$ cat src/rtl/ultrasonic_pkg.sv
// Shared definitions for the ultrasonic ranging post-processing blocks.
package ultrasonic_pkg;

    localparam int unsigned DIST_W      = 9;
    localparam int unsigned MAX_DIST_CM = 400;

    typedef enum logic {
        FAR  = 1'b0,
        NEAR = 1'b1
    } alarm_state_t;

endpackage

$ cat src/rtl/dist_window_sum.sv
// Sliding window of the last 2^DEPTH_LOG2 distance samples with a running sum.
module dist_window_sum #(
    parameter int unsigned DEPTH_LOG2 = 2,
    parameter int unsigned DIST_W     = 9
) (
    input  logic                       PCLK,
    input  logic                       PRESET,
    input  logic                       enable,
    input  logic                       clear,
    input  logic                       sample_valid,
    input  logic [DIST_W-1:0]          sample_dist,
    output logic [DIST_W+DEPTH_LOG2-1:0] sum,
    output logic                       full,
    output logic                       accept,
    output logic [DEPTH_LOG2:0]        fill_count
);

    localparam int unsigned DEPTH = 1 << DEPTH_LOG2;
    localparam int unsigned SUM_W = DIST_W + DEPTH_LOG2;
    localparam logic [DEPTH_LOG2:0] FULL_CNT = (DEPTH_LOG2 + 1)'(1 << DEPTH_LOG2);

    logic [DIST_W-1:0]     ring_q [DEPTH];
    logic [DEPTH_LOG2-1:0] wr_ptr_q, wr_ptr_d;
    logic [DEPTH_LOG2:0]   fill_q, fill_d;
    logic [SUM_W-1:0]      sum_q, sum_d;
    logic                  acc_q, acc_d;
    logic                  take;
    logic                  full_now;
    logic [SUM_W-1:0]      sample_ext;
    logic [SUM_W-1:0]      oldest_ext;

    assign take       = sample_valid & enable & ~clear;
    assign full_now   = (fill_q == FULL_CNT);
    assign sample_ext = {{DEPTH_LOG2{1'b0}}, sample_dist};
    assign oldest_ext = {{DEPTH_LOG2{1'b0}}, ring_q[wr_ptr_q]};

    always_comb begin
        wr_ptr_d = wr_ptr_q;
        fill_d   = fill_q;
        sum_d    = sum_q;
        acc_d    = 1'b0;
        if (clear) begin
            wr_ptr_d = '0;
            fill_d   = '0;
            sum_d    = '0;
        end else if (take) begin
            acc_d    = 1'b1;
            wr_ptr_d = wr_ptr_q + 1'b1;
            // Intermediate may wrap, but the true result always fits SUM_W bits.
            if (full_now) begin
                sum_d = sum_q + sample_ext - oldest_ext;
            end else begin
                sum_d  = sum_q + sample_ext;
                fill_d = fill_q + 1'b1;
            end
        end
    end

    always_ff @(posedge PCLK or posedge PRESET) begin
        if (PRESET) begin
            wr_ptr_q <= '0;
            fill_q   <= '0;
            sum_q    <= '0;
            acc_q    <= 1'b0;
        end else begin
            wr_ptr_q <= wr_ptr_d;
            fill_q   <= fill_d;
            sum_q    <= sum_d;
            acc_q    <= acc_d;
        end
    end

    // Ring storage is never reset; stale entries are only subtracted once full.
    always_ff @(posedge PCLK) begin
        if (take) begin
            ring_q[wr_ptr_q] <= sample_dist;
        end
    end

    assign sum        = sum_q;
    assign full       = full_now;
    assign accept     = acc_q;
    assign fill_count = fill_q;

endmodule

$ cat src/rtl/ultrasonic_dist_filter.sv
// Window-average distance filter with a hysteretic proximity alarm and interrupt pulse.
module ultrasonic_dist_filter #(
    parameter int unsigned DEPTH_LOG2 = 2,
    parameter int unsigned DIST_W     = ultrasonic_pkg::DIST_W
) (
    input  logic                PCLK,
    input  logic                PRESET,
    input  logic                enable,
    input  logic                clear,
    input  logic                sample_valid,
    input  logic [DIST_W-1:0]   sample_dist,
    input  logic [DIST_W-1:0]   thr_near,
    input  logic [DIST_W-1:0]   thr_far,
    output logic [DIST_W-1:0]   avg_dist,
    output logic                avg_valid,
    output logic [DEPTH_LOG2:0] fill_count,
    output logic                near_alarm,
    output logic                alarm_irq
);

    import ultrasonic_pkg::*;

    localparam int unsigned SUM_W = DIST_W + DEPTH_LOG2;

    logic [SUM_W-1:0]  win_sum;
    logic              win_full;
    logic              win_accept;
    logic              sum_frac_unused;

    logic [DIST_W-1:0] avg_q, avg_d;
    logic              avg_valid_q, avg_valid_d;
    logic              irq_q, irq_d;
    alarm_state_t      state_q, state_d;

    dist_window_sum #(
        .DEPTH_LOG2 (DEPTH_LOG2),
        .DIST_W     (DIST_W)
    ) u_window (
        .PCLK         (PCLK),
        .PRESET       (PRESET),
        .enable       (enable),
        .clear        (clear),
        .sample_valid (sample_valid),
        .sample_dist  (sample_dist),
        .sum          (win_sum),
        .full         (win_full),
        .accept       (win_accept),
        .fill_count   (fill_count)
    );

    // Truncating divide: the fractional bits of the sum are dropped.
    assign sum_frac_unused = ^win_sum[DEPTH_LOG2-1:0];

    always_comb begin
        avg_d       = avg_q;
        avg_valid_d = 1'b0;
        state_d     = state_q;
        irq_d       = 1'b0;
        if (clear) begin
            avg_d   = '0;
            state_d = FAR;
        end else begin
            if (win_accept && win_full) begin
                avg_d       = win_sum[SUM_W-1:DEPTH_LOG2];
                avg_valid_d = 1'b1;
            end
            if (avg_valid_q) begin
                case (state_q)
                    FAR: begin
                        if (avg_q < thr_near) begin
                            state_d = NEAR;
                            irq_d   = 1'b1;
                        end
                    end
                    NEAR: begin
                        if (avg_q > thr_far) begin
                            state_d = FAR;
                        end
                    end
                    default: state_d = FAR;
                endcase
            end
        end
    end

    always_ff @(posedge PCLK or posedge PRESET) begin
        if (PRESET) begin
            avg_q       <= '0;
            avg_valid_q <= 1'b0;
            irq_q       <= 1'b0;
            state_q     <= FAR;
        end else begin
            avg_q       <= avg_d;
            avg_valid_q <= avg_valid_d;
            irq_q       <= irq_d;
            state_q     <= state_d;
        end
    end

    assign avg_dist   = avg_q;
    assign avg_valid  = avg_valid_q;
    assign near_alarm = (state_q == NEAR);
    assign alarm_irq  = irq_q;

endmodule

$ cat config.mk
export PLATFORM = sky130hd
export DESIGN_NAME = ultrasonic_dist_filter
export DESIGN_NICKNAME = d
export VERILOG_FILES = /design/src/rtl/ultrasonic_pkg.sv /design/src/rtl/dist_window_sum.sv /design/src/rtl/ultrasonic_dist_filter.sv
export SDC_FILE = /design/constraint.sdc
export NUM_CORES = 1
export LEC_CHECK = 0
export CAP_MARGIN = 20
export CORE_MARGIN = 4
export CORE_UTILIZATION = 31
export CTS_CLUSTER_SIZE = 10
export DETAILED_ROUTE_END_ITERATION = 12
export GPL_ROUTABILITY_DRIVEN = 0
export SLEW_MARGIN = 25
export SYNTH_ARGS = -nofsm -noshare
export SYNTH_HDL_FRONTEND = slang
export SYNTH_SLANG_ARGS = --single-unit
$ cat constraint.sdc
create_clock -name PCLK -period 6 [get_ports PCLK]
set_input_delay 1.2 -clock PCLK [delete_from_list [all_inputs] [get_ports PCLK]]
set_output_delay 1.2 -clock PCLK [all_outputs]
set_load 0.03 [all_outputs]
==> results by group, run 1 <==
GRT
  • GRT Residual Overflow: 0
  • GR Util met2: 0.2011
  • First-pass GRT wire length: 14750 µm
  • Grt met3 use: 0.02657
  • Initial antenna violation count: 0
  • Vias in the first global route: around 3000
  • GRT Total Usage: 0.1255
  • Largest net degree at the start of global routing: 31
  • Layer with the highest usage: met2
  • GR Layer Usage met1: 0.1686

Worst setup path
  • Crit-path leading delay family: compound AO/OA/AOI/OAI gates
  • RR Startpoint: u_window.sum[0]$_DFFE_PP0P_
  • Crit. End Element: flip-flop
  • Setup crit start: sample_dist[0]
  • Reg2Reg Capture Point: u_window.sum[9]$_DFFE_PP0P_
  • Max stage delay on crit path: 0.56 ns
  • WP data arrival: 4.99 ns
  • Slowest cell on the critical path: clkdlybuf4s50_1
  • Startpoint type of the worst setup path: input pin
  • Reg2Reg Depth: 15
  • WP data required: 6.25 ns
  • Critical path cell sequence: clkdlybuf4s50_1 > ha_1 > inv_1 > fa_1 > nand2b_1 > a21oi_1 > nor2_1 > o21ai_0 > xor2_1 > ha_1 > a211o_1 > or3_1 > o21ai_2 > xnor2_1 > or3_1 > a21oi_1
  • WP buf/inv: 2
  • Worst Setup Path Type: input pin to flip-flop
  • Cell depth of the worst setup path: 16
  • R2r setup slk: ~2.4 ns
  • Crit path max fanout: 5
  • Crit path capture: u_window.sum[9]$_DFFE_PP0P_

Logic synthesis
  • Synth cell count leaders: 41 x ha_1, 40 x nand2_1, 36 x edfxtp_1, 36 x inv_1, 29 x dfrtp_1
  • Top cell type's share of synthesized area: 0.2734
  • Yosys cell types: 43
  • Mapped Nets: approximately 460
  • Post-synthesis sequential area ratio: 0.4570
  • Mapped cell area: 3954 µm²
  • Yosys top cell by area: edfxtp_1
  • Synth warn: 0
  • Register bit total from synthesis: 65
  • Dominant cells by area after synthesis: edfxtp_1 27%, dfrtp_1 18%, ha_1 13%, mux4_2 5.1%, nand2_1 3.8%
  • Mean Syn Cell Area: 10.38 µm²
  • Synth Flop Type: edfxtp_1
  • Ys async rst share: 0.4462
  • Gate Count Post-Synth: 381
  • Post-synth EDFFs: 36
  • Most frequent cell after synthesis: ha_1

Floorplanning
  • I/O pin count: 47
  • Core Area: 12260 µm²
  • Die area: 14630 µm²
  • Row count: 40
  • Initial core utilization: 0.3224
  • Die height: 120.9 µm
  • Die width: 120.9 µm

Detailed routing
  • Drt first-iter violations: 165
  • Via Count: 2921
  • Drt total wl: 8537 µm
  • Vias per cell: 4.868
  • DRT Pass-1 Iters: 4
  • Final ANT Viol Nets: 0
  • Post-route DRC: 0
  • WL/cell: 14.23 µm

Layout
  • Layout cells sized above 1: 0.06713
  • Final Non-Filler Cells: 600
  • Area of the multi-input gates: 1967 µm²
  • Area growth, synth to finish: 23.51%
  • Register Area: between 1500 and 2000 µm²
  • Fillers: 1187
  • Cell area after layout: just under 5000 µm²
  • Nets: 502
  • ANT cells: 0
  • Util after Layout: 0.3983

Power and ir drop
  • Total chip power: 1.247 mW
  • Gate power share: 0.188
  • Pwr/cell area: 255.3 nW/µm²
  • Leak: 2.023 nW
  • Psw: 334.1 µW
  • Int Pwr: 912.7 µW
  • Sequential Power Share: 0.400
  • Switching share of power: 0.2679
  • VDD IR-drop max: ~0.00023 V
  • Clk pwr share: 0.412

Timing
  • Min Tclk post-route: between 4 and 5 ns
  • Max_slew headroom: 0.5180
  • Post-Route Setup TNS: 0 ns
  • Worst Clk Skew: 0.004323 ns
  • Maximum clock rate: 0.2112 GHz
  • Final worst slack: about 1.3 ns
  • Slew @ Worst Pin: 0.7229 ns
  • Final hold vios: 0
  • Hold_ws: 0.5603 ns
  • Pins Over Slew Limit: 0
  • Setup-failing EPs final: 0
  • Final period util: 0.7890
  • RSZ-0062 raised after global routing: false

Clocking
  • Clock root buffer: clkbuf_16
  • Clock-pin slew on the worst setup and hold paths: roughly 0.05 ns
  • CTS Buf Count: 9
  • Htree depth: 3
  • Clk sinks: 65
  • Resize count post-CTS: 0
  • Post-CTS Hold Fix Bufs: 0
  • Post-CTS setup buffer count: 0
  • Skew-Pair Late Insertion Delay: 0.33 ns
  • CTS tree: yes
  • Clock Path Buffers: 2

Flow run
  • Max Cap Violations: 0

Hold path
  • Type of the most critical hold path: flip-flop to flip-flop
  • Worst Hold Path Cells: 2

Placed design
  • Placed cell area: 4587 µm²
  • # placed instances: 584
  • Place WS: 0.9602 ns
  • Port Buffers: 46
  • DP HPWL: around 6300 µm

Run status
  • Status: complete, no violations
## power groups by stage
stage / Clock (mW) / Sequential [mW] / Combinational, mW
6_report: 0.514 / 0.499 / 0.234
5_1_grt: 0.542 / 0.501 / 0.265
4_1_cts: 0.527 / 0.499 / 0.233
3_5_place_dp: 0 / 0.508 / 0.231
3_3_place_gp: 0 / 0.507 / 0.225
2_1_floorplan: 0 / 0.504 / 0.167
## tightest hold or removal path, cell delays in order (launching register included)
cell	delay (ns)
dfrtp_1	0.40
nand2_1	0.07
a21oi_1	0.05
## cells in the final DEF (no fill, tap or decap), drive strengths merged, types with 2 or more instances in the layout
cell,Yosys,routed
nor2,25,25
dfrtp,29,29
mux4,9,9
nand2b,6,6
nand2,41,41
clkdlybuf4s50,0,46
clkbuf,11,9
o21bai,2,2
xnor2,9,9
o31ai,2,2
nor2b,5,5
a21o,5,5
xor2,3,3
a31oi,2,2
o31a,3,3
or3,3,3
and2,5,5
o21a,7,7
nand4,2,2
fa,2,2
edfxtp,36,36
nor3,15,15
inv,36,36
clkinv,0,4
o21ai,18,18
a21oi,24,24
nand3,11,11
ha,41,41
a211oi,14,14
o211ai,2,2
clkinvlp,0,2
and3,2,2
## final cells by class
| cell class | count | area share |
|---|---|---|
| multi-input cells | 268 | 0.4028 |
| flip-flops and latches | 65 | 0.3700 |
| repair buffers | 47 | 0.09582 |
| clock buffers | 9 | 0.04612 |
| well taps | 168 | 0.04304 |
| inverters | 36 | 0.02767 |
| clock inverters | 7 | 0.01460 |
## routing by layer
layer / vias up / share of wire
met3: 10 / 0.047
li1: 1465 / -
met2: 69 / 0.45
met1: 1377 / 0.49
met4: 0 / 0.014
met5: - / 0
## logic make-up (layout without fill, tap and decap cells)
| logic type | after synthesis | count (layout) | synth area share |
|---|---|---|---|
| xor+xnor | 12 | 12 | 0.02658 |
| mux | 9 | 9 | 0.05126 |
| flops | 65 | 65 | 0.4570 |
| simple gates | 117 | 117 | 0.1373 |
| buf+inv | 48 | 99 | 0.04557 |
| fa+ha+maj | 43 | 43 | 0.1399 |
| compound gates | 87 | 87 | 0.1424 |
## state kept, by name, indices dropped and copies added, names as in the netlist
register and cells:
near_alarm 1, u_window.ring_q 36, u_window.fill_count 3, u_window.accept 1
alarm_irq 1, u_window.sum 11, u_window.wr_ptr_q 2, avg_dist 9
avg_valid 1
## how the worst min path moves through the flow
stage / start / end
3_3_place_gp: u_window.sum[10]$_DFFE_PP0P_ / avg_dist[8]$_DFFE_PP0P_
2_1_floorplan: u_window.sum[10]$_DFFE_PP0P_ / avg_dist[8]$_DFFE_PP0P_
4_1_cts: u_window.sum[10]$_DFFE_PP0P_ / avg_dist[8]$_DFFE_PP0P_
6_report: u_window.sum[10]$_DFFE_PP0P_ / avg_dist[8]$_DFFE_PP0P_
5_1_grt: u_window.sum[10]$_DFFE_PP0P_ / avg_dist[8]$_DFFE_PP0P_
3_5_place_dp: u_window.sum[10]$_DFFE_PP0P_ / avg_dist[8]$_DFFE_PP0P_
Power figures use the tool's default switching activity.
==> inputs of run 2 (changes only) <==
Clock period 6 ns to 4.1 ns, I/O delays scaled along.
==> run 2 against run 1 <==
Net effect:
- sequential share of layout area fell by 1.8 points
- clock skew up 0.0030 ns
- non-clock buffer count rose by 36
- first-iteration DRC count down 50%
- count of clock-buffer cells in the layout is the same
- via count rose by 2.5%
- critical path type unchanged
==> results by group, run 2 (synthesis results as in run 1) <==
Detailed routing
  • Drt total wl: 8547 µm (was 8537 µm)
  • Post-route DRC: 0 (unchanged)
  • Vias per cell: 4.706 (was 4.868)
  • Via Count: 2993 (was 2921)
  • DRT Pass-1 Iters: 4 (unchanged)
  • Final ANT Viol Nets: 0 (unchanged)
  • WL/cell: 13.44 µm (was 14.23 µm)
  • Drt first-iter violations: 82 (was 165)

Worst setup path
  • Setup crit start: sample_dist[2] (was sample_dist[0])
  • Worst Setup Path Type: input pin to flip-flop (unchanged)
  • Crit. End Element: flip-flop (unchanged)
  • WP data arrival: 4.13 ns (was 4.99 ns)
  • Reg2Reg Capture Point: u_window.sum[9]$_DFFE_PP0P_ (unchanged)
  • R2r setup slk: 0.65 ns (was 2.36 ns)
  • WP buf/inv: 1 (was 2)
  • Cell depth of the worst setup path: 14 (was 16)
  • Startpoint type of the worst setup path: input pin (unchanged)
  • Reg2Reg Depth: 14 (was 15)
  • Crit path capture: u_window.sum[9]$_DFFE_PP0P_ (unchanged)
  • RR Startpoint: u_window.sum[0]$_DFFE_PP0P_ (unchanged)
  • Max stage delay on crit path: 0.45 ns (was 0.56 ns)
  • Slowest cell on the critical path: a2111oi_0 (was clkdlybuf4s50_1)
  • Crit path max fanout: 2 (was 5)
  • Crit-path leading delay family: compound AO/OA/AOI/OAI gates (unchanged)
  • Critical path cell sequence: clkdlybuf4s50_1 > ha_1 > a211oi_1 > o21bai_1 > a2111oi_0 > nor3_1 > xor2_1 > ha_1 > a211o_1 > or3_1 > o21ai_2 > xnor2_1 > or3_1 > a21oi_1 (was clkdlybuf4s50_1 > ha_1 > inv_1 > fa_1 > nand2b_1 > a21oi_1 > nor2_1 > o21ai_0 > xor2_1 > ha_1 > a211o_1 > or3_1 > o21ai_2 > xnor2_1 > or3_1 > a21oi_1)
  • WP data required: 4.35 ns (was 6.25 ns)

Timing
  • RSZ-0062 raised after global routing: false (unchanged)
  • Hold_ws: 0.5431 ns (was 0.5603 ns)
  • Final worst slack: 0.2268 ns (was 1.266 ns)
  • Slew @ Worst Pin: 0.6139 ns (was 0.7229 ns)
  • Final hold vios: 0 (unchanged)
  • Max_slew headroom: 0.5902 (was 0.5180)
  • Maximum clock rate: roughly 0.26 GHz
  • Min Tclk post-route: 3.873 ns
  • Final period util: 0.9447
  • Post-Route Setup TNS: 0 ns (unchanged)
  • Setup-failing EPs final: 0 (unchanged)
  • Pins Over Slew Limit: 0 (unchanged)
  • Worst Clk Skew: 0.007275 ns (was 0.004323 ns)

GRT
  • Initial antenna violation count: 0 (unchanged)
  • GRT Total Usage: 0.1251 (was 0.1255)
  • GRT Residual Overflow: 0 (unchanged)
  • Vias in the first global route: 3054 (was 2954)
  • First-pass GRT wire length: 14760 µm (was 14750 µm)
  • Largest net degree at the start of global routing: 30 (was 31)

Layout
  • Area growth, synth to finish: 29.81% (was 23.51%)
  • Layout cells sized above 1: 0.1410 (was 0.06713)
  • Nets: 538 (was 502)
  • Max reg flops: 36 (unchanged)
  • Top reg by flops: u_window.ring_q (unchanged)
  • Cell area after layout: 5132 µm² (was 4883 µm²)
  • Most common cell after layout, fill and taps aside: clkdlybuf4s50_1 (unchanged)
  • Commonest cells after routing, fill and taps aside: 44 x clkdlybuf4s50_1, 41 x ha_1, 40 x nand2_1 (was 46 x clkdlybuf4s50_1, 41 x ha_1, 40 x nand2_1)
  • ANT cells: 0 (unchanged)

Clocking
  • Clock root buffer: clkbuf_16 (unchanged)
  • CTS tree: yes (unchanged)
  • Post-CTS Hold Fix Bufs: 0 (unchanged)
  • CTS Buf Count: 9 (unchanged)
  • Htree depth: 3 (unchanged)
  • Skew-Pair Late Insertion Delay: 0.33 ns (about the same)
  • Clock Path Buffers: 2 (unchanged)
  • Clock-pin slew on the worst setup and hold paths: 0.05 ns (about the same)
  • Clk sinks: 65 (unchanged)

Power and ir drop
  • Pwr/cell area: 356.4 nW/µm² (was 255.3 nW/µm²)
  • Switching share of power: 0.2689 (was 0.2679)
  • Int Pwr: 1.337 mW (was 912.7 µW)
  • VDD IR-drop max: 0.0002414 V (was 0.0002289 V)
  • Psw: 491.8 µW (was 334.1 µW)
  • Gate power share: 0.232 (was 0.188)
  • Total chip power: 1.829 mW (was 1.247 mW)
  • Clk pwr share: 0.372 (was 0.412)
  • Sequential Power Share: 0.396 (was 0.400)
  • Leak: 2.183 nW (was 2.023 nW)

Flow run
  • Max Cap Violations: 0 (unchanged)

Hold path
  • Type of the most critical hold path: flip-flop to flip-flop (unchanged)

Placed design
  • Port Buffers: 46 (unchanged)
  • DP HPWL: 6715 µm (was 6343 µm)
  • Placed cell area: 4850 µm² (was 4587 µm²)
  • Place WS: -0.4648 ns (was 0.9602 ns)

Floorplanning
  • Die area: 14630 µm² (unchanged)
  • Initial core utilization: 0.3224 (unchanged)
  • I/O pin count: 47 (unchanged)
  • Die width: 120.9 µm (unchanged)
  • Row count: 40 (unchanged)
  • Core Area: 12260 µm² (unchanged)
  • Die height: 120.9 µm (unchanged)

Run status
  • Status: complete, no violations (unchanged)
## run 2: layout make-up
| class | instances | area [µm²] |
|---|---|---|
| Timing Repair Buffer | 83 | 737.0 |
| Sequential cell | 65 | 1807 |
| Tap cell | 168 | 210.2 |
| Clock inverter | 7 | 47.55 |
| Clock buffer | 9 | 225.2 |
| Inverter | 36 | 135.1 |
| Fill cell | 1199 | 7129 |
| Multi-Input combinational cell | 268 | 1971 |
## run 2: repair_timing
item | in CTS | in global routing
pin swaps | 1 | 1
setup endpoints to repair | 1 | 1
cloned | 0 | 0
gates resized for setup | 2 | 3
setup buffers | 1 | 0
## run 2: how the worst min path moves through the flow
| stage | startpoint | end | slack, ns | cells past startpoint |
|---|---|---|---|---|
| 3_5_place_dp | u_window.sum[10]$_DFFE_PP0P_ | avg_dist[8]$_DFFE_PP0P_ | 0.54 | 2 |
| 5_1_grt | u_window.sum[10]$_DFFE_PP0P_ | avg_dist[8]$_DFFE_PP0P_ | 0.56 | 2 |
| 3_3_place_gp | u_window.sum[10]$_DFFE_PP0P_ | avg_dist[8]$_DFFE_PP0P_ | 0.54 | 2 |
| 4_1_cts | u_window.sum[10]$_DFFE_PP0P_ | avg_dist[8]$_DFFE_PP0P_ | 0.55 | 2 |
| 2_1_floorplan | u_window.sum[10]$_DFFE_PP0P_ | avg_dist[8]$_DFFE_PP0P_ | 0.51 | 2 |
| 6_report | u_window.sum[10]$_DFFE_PP0P_ | avg_dist[8]$_DFFE_PP0P_ | 0.54 | 2 |
## run 2: layer usage
layer	global-route usage	routed length [µm]	up-vias
li1	-	-	1538
met1	0.1675	4155	1386
met2	0.2022	3930	67
met3	0.02937	438	2
met4	0.03612	22	0
met5	0	0	-
## run 2: power groups by stage
stage               combinational, mW  clock (mW)  sequential [mW]
finish                          0.424       0.680            0.725
floorplan                       0.245           0            0.737
CTS                             0.426       0.701            0.725
global placement                0.412           0            0.737
detailed placement              0.421           0            0.737
global route                    0.478       0.724            0.727
## run 2: through the flow
step / util / std cells
after detailed placement: 0.3955 / 619
after CTS: 0.4182 / 636
final: 0.4186 / 636
after floorplan: - / 381
after global placement: 0.3955 / 619
after global routing: 0.4186 / 636
## run 2: worst register-to-register path, stage by stage, from the launching register on
cell       delay (ns)
dfrtp_1          0.39
ha_1             0.21
buf_4            0.14
a211oi_1         0.26
o21bai_1         0.15
a2111oi_0        0.45
nor3_1           0.13
xor2_1           0.18
ha_1             0.23
a211o_1          0.28
or3_1            0.32
o21ai_2          0.13
xnor2_1          0.08
or3_1            0.30
a21oi_1          0.14
==> inputs of run 3 (changes only) <==
Settings changed: MAX_ROUTING_LAYER from default to met4.
==> run 3 against run 2 <==
Net effect:
- wire length grew 0.33%
- critical path type unchanged
- non-clock buffer count unchanged
- sequential power barely moved
- count of clock-buffer cells in the layout unchanged
- largest cell class unchanged
==> results by group, run 3 (synthesis results as in run 1) <==
GRT
  • Layer with the highest usage: met2 (unchanged)
  • GRT Total Usage: 0.1285 (was 0.1251)
  • Largest net degree at the start of global routing: 30 (unchanged)
  • GR Util met2: 0.2015 (was 0.2022)
  • Grt met3 use: 0.02937 (unchanged)
  • Initial antenna violation count: 0 (unchanged)
  • Vias in the first global route: 3053 (was 3054)
  • GRT Residual Overflow: 0 (unchanged)
  • GR Layer Usage met1: 0.1680 (was 0.1675)
  • First-pass GRT wire length: 14770 µm (was 14760 µm)

Clocking
  • Clk sinks: 65 (unchanged)
  • CTS tree: yes (unchanged)
  • Clock Path Buffers: 2 (unchanged)
  • Clock-pin slew on the worst setup and hold paths: 0.05 ns (about the same)
  • Post-CTS Hold Fix Bufs: 0 (unchanged)
  • Clock root buffer: clkbuf_16 (unchanged)
  • CTS Buf Count: 9 (unchanged)
  • Htree depth: 3 (unchanged)
  • Skew-Pair Late Insertion Delay: 0.33 ns (about the same)

Detailed routing
  • Drt total wl: 8575 µm (was 8547 µm)
  • Drt first-iter violations: 71 (was 82)
  • DRT Pass-1 Iters: 4 (unchanged)
  • Post-route DRC: 0 (unchanged)
  • Via Count: 3003 (was 2993)
  • WL/cell: 13.48 µm (was 13.44 µm)
  • Vias per cell: 4.722 (was 4.706)
  • Final ANT Viol Nets: 0 (unchanged)

Floorplanning
  • Die width: 120.9 µm (unchanged)
  • I/O pin count: 47 (unchanged)
  • Initial core utilization: 0.3224 (unchanged)
  • Die area: 14630 µm² (unchanged)
  • Core Area: 12260 µm² (unchanged)
  • Die height: 120.9 µm (unchanged)
  • Row count: 40 (unchanged)

Power and ir drop
  • Pwr/cell area: 357.0 nW/µm² (was 356.4 nW/µm²)
  • VDD IR-drop max: 0.0002421 V (was 0.0002414 V)
  • Total chip power: 1.832 mW (was 1.829 mW)
  • Leak: 2.183 nW (unchanged)

Worst setup path
  • Crit. End Element: flip-flop (unchanged)
  • Slowest cell on the critical path: a2111oi_0 (unchanged)
  • Crit path max fanout: 2 (unchanged)
  • Max stage delay on crit path: 0.45 ns (about the same)
  • WP data required: 4.36 ns (was 4.35 ns)
  • Critical path cell sequence: clkdlybuf4s50_1 > ha_1 > a211oi_1 > o21bai_1 > a2111oi_0 > nor3_1 > xor2_1 > ha_1 > a211o_1 > or3_1 > o21ai_2 > xnor2_1 > or3_1 > a21oi_1 (unchanged)
  • Crit-path leading delay family: compound AO/OA/AOI/OAI gates (unchanged)
  • Worst Setup Path Type: input pin to flip-flop (unchanged)
  • WP buf/inv: 1 (unchanged)
  • WP data arrival: 4.13 ns (about the same)
  • R2r setup slk: 0.65 ns (about the same)
  • Startpoint type of the worst setup path: input pin (unchanged)

Layout
  • Nets: 538 (unchanged)
  • ANT cells: 0 (unchanged)
  • Top reg by flops: u_window.ring_q (unchanged)
  • Max reg flops: 36 (unchanged)
  • Layout cells sized above 1: 0.1410 (unchanged)
  • Commonest cells after routing, fill and taps aside: 44 x clkdlybuf4s50_1, 41 x ha_1, 40 x nand2_1 (unchanged)
  • Final Non-Filler Cells: 636 (unchanged)
  • Area of the multi-input gates: 1971 µm² (unchanged)
  • Register Area: 1807 µm² (unchanged)
  • Fillers: 1199 (unchanged)
  • Area growth, synth to finish: 29.81% (unchanged)
  • Most common cell after layout, fill and taps aside: clkdlybuf4s50_1 (unchanged)

Placed design
  • Port Buffers: 46 (unchanged)
  • DP HPWL: 6715 µm (unchanged)
  • # placed instances: 619 (unchanged)

Timing
  • Setup-failing EPs final: 0 (unchanged)
  • Min Tclk post-route: 3.876 ns (was 3.873 ns)
  • Slew @ Worst Pin: 0.6136 ns (was 0.6139 ns)
  • Max_slew headroom: 0.5903 (was 0.5902)
  • Worst Clk Skew: 0.005421 ns (was 0.007275 ns)
  • Final period util: 0.9455 (was 0.9447)
  • Maximum clock rate: 0.2580 GHz (was 0.2582 GHz)
  • RSZ-0062 raised after global routing: false (unchanged)
  • Pins Over Slew Limit: 0 (unchanged)
  • Final hold vios: 0 (unchanged)

Flow run
  • Max Cap Violations: 0 (unchanged)

Run status
  • Status: complete, no violations (unchanged)

Hold path
  • Type of the most critical hold path: flip-flop to flip-flop (unchanged)
==> run 3: final timing paths <==
path                                              startpoint  cells past startpoint                                 end
min in group asynchronous                             PRESET                      2  u_window.fill_count[1]$_DFFE_PP0P_
worst min register to register  u_window.sum[10]$_DFFE_PP0P_                      2             avg_dist[8]$_DFFE_PP0P_
worst max register to register   u_window.sum[0]$_DFFE_PP0P_                     14         u_window.sum[9]$_DFFE_PP0P_
worst min-delay path            u_window.sum[10]$_DFFE_PP0P_                      2             avg_dist[8]$_DFFE_PP0P_
max in group asynchronous                             PRESET                      2         u_window.sum[8]$_DFFE_PP0P_
worst max-delay path                          sample_dist[2]                     14         u_window.sum[9]$_DFFE_PP0P_
==> run 3: final cells by class <==
class	count	area share
multi-input combinational	268	0.3840
sequential	65	0.3520
timing repair buffer	83	0.1436
clock buffer	9	0.04388
tap	168	0.04096
inverter	36	0.02633
clock inverter	7	0.009264
==> run 3: per-stage QoR <==
stage          instance area [µm²]  setup TNS (ns)  setup WS [ns]  utilization  hold WS, ns
6_report                      5132               0         0.2236       0.4186       0.5431
5_1_grt                       5132               0        0.02509       0.4186       0.5642
4_1_cts                       5127               0         0.1556       0.4182       0.5485
3_5_place_dp                  4850         -0.7381        -0.4648       0.3955       0.5386
3_3_place_gp                  4850         -0.4912        -0.3645       0.3955       0.5354
2_1_floorplan                 3954               0         0.2956            -       0.5085
==> run 3: routing by layer <==
| metal | part of all wire | up-vias |
|---|---|---|
| li1 | - | 1535 |
| met1 | 0.49 | 1397 |
| met2 | 0.45 | 63 |
| met3 | 0.044 | 8 |
| met4 | 0.012 | 0 |
| met5 | 0 | - |
==> run 3: tightest hold or removal path: stages (launching register included) <==
cell and delay (ns):
dfrtp_1 0.39, nand2_1 0.06, a21oi_1 0.05
==> run 3: timing repair <==
item / CTS / global route
endpoints found under the setup margin: 1 / 1
pin swaps: 1 / 1
resized for setup: 2 / 3
endpoints found under the hold margin: 0 / 0
setup buffers: 1 / 0
==> run 3: report_power, final <==
part	internal, mW	switching, mW
sequential	0.710	0.0155
combinational	0.222	0.203
clock	0.405	0.277
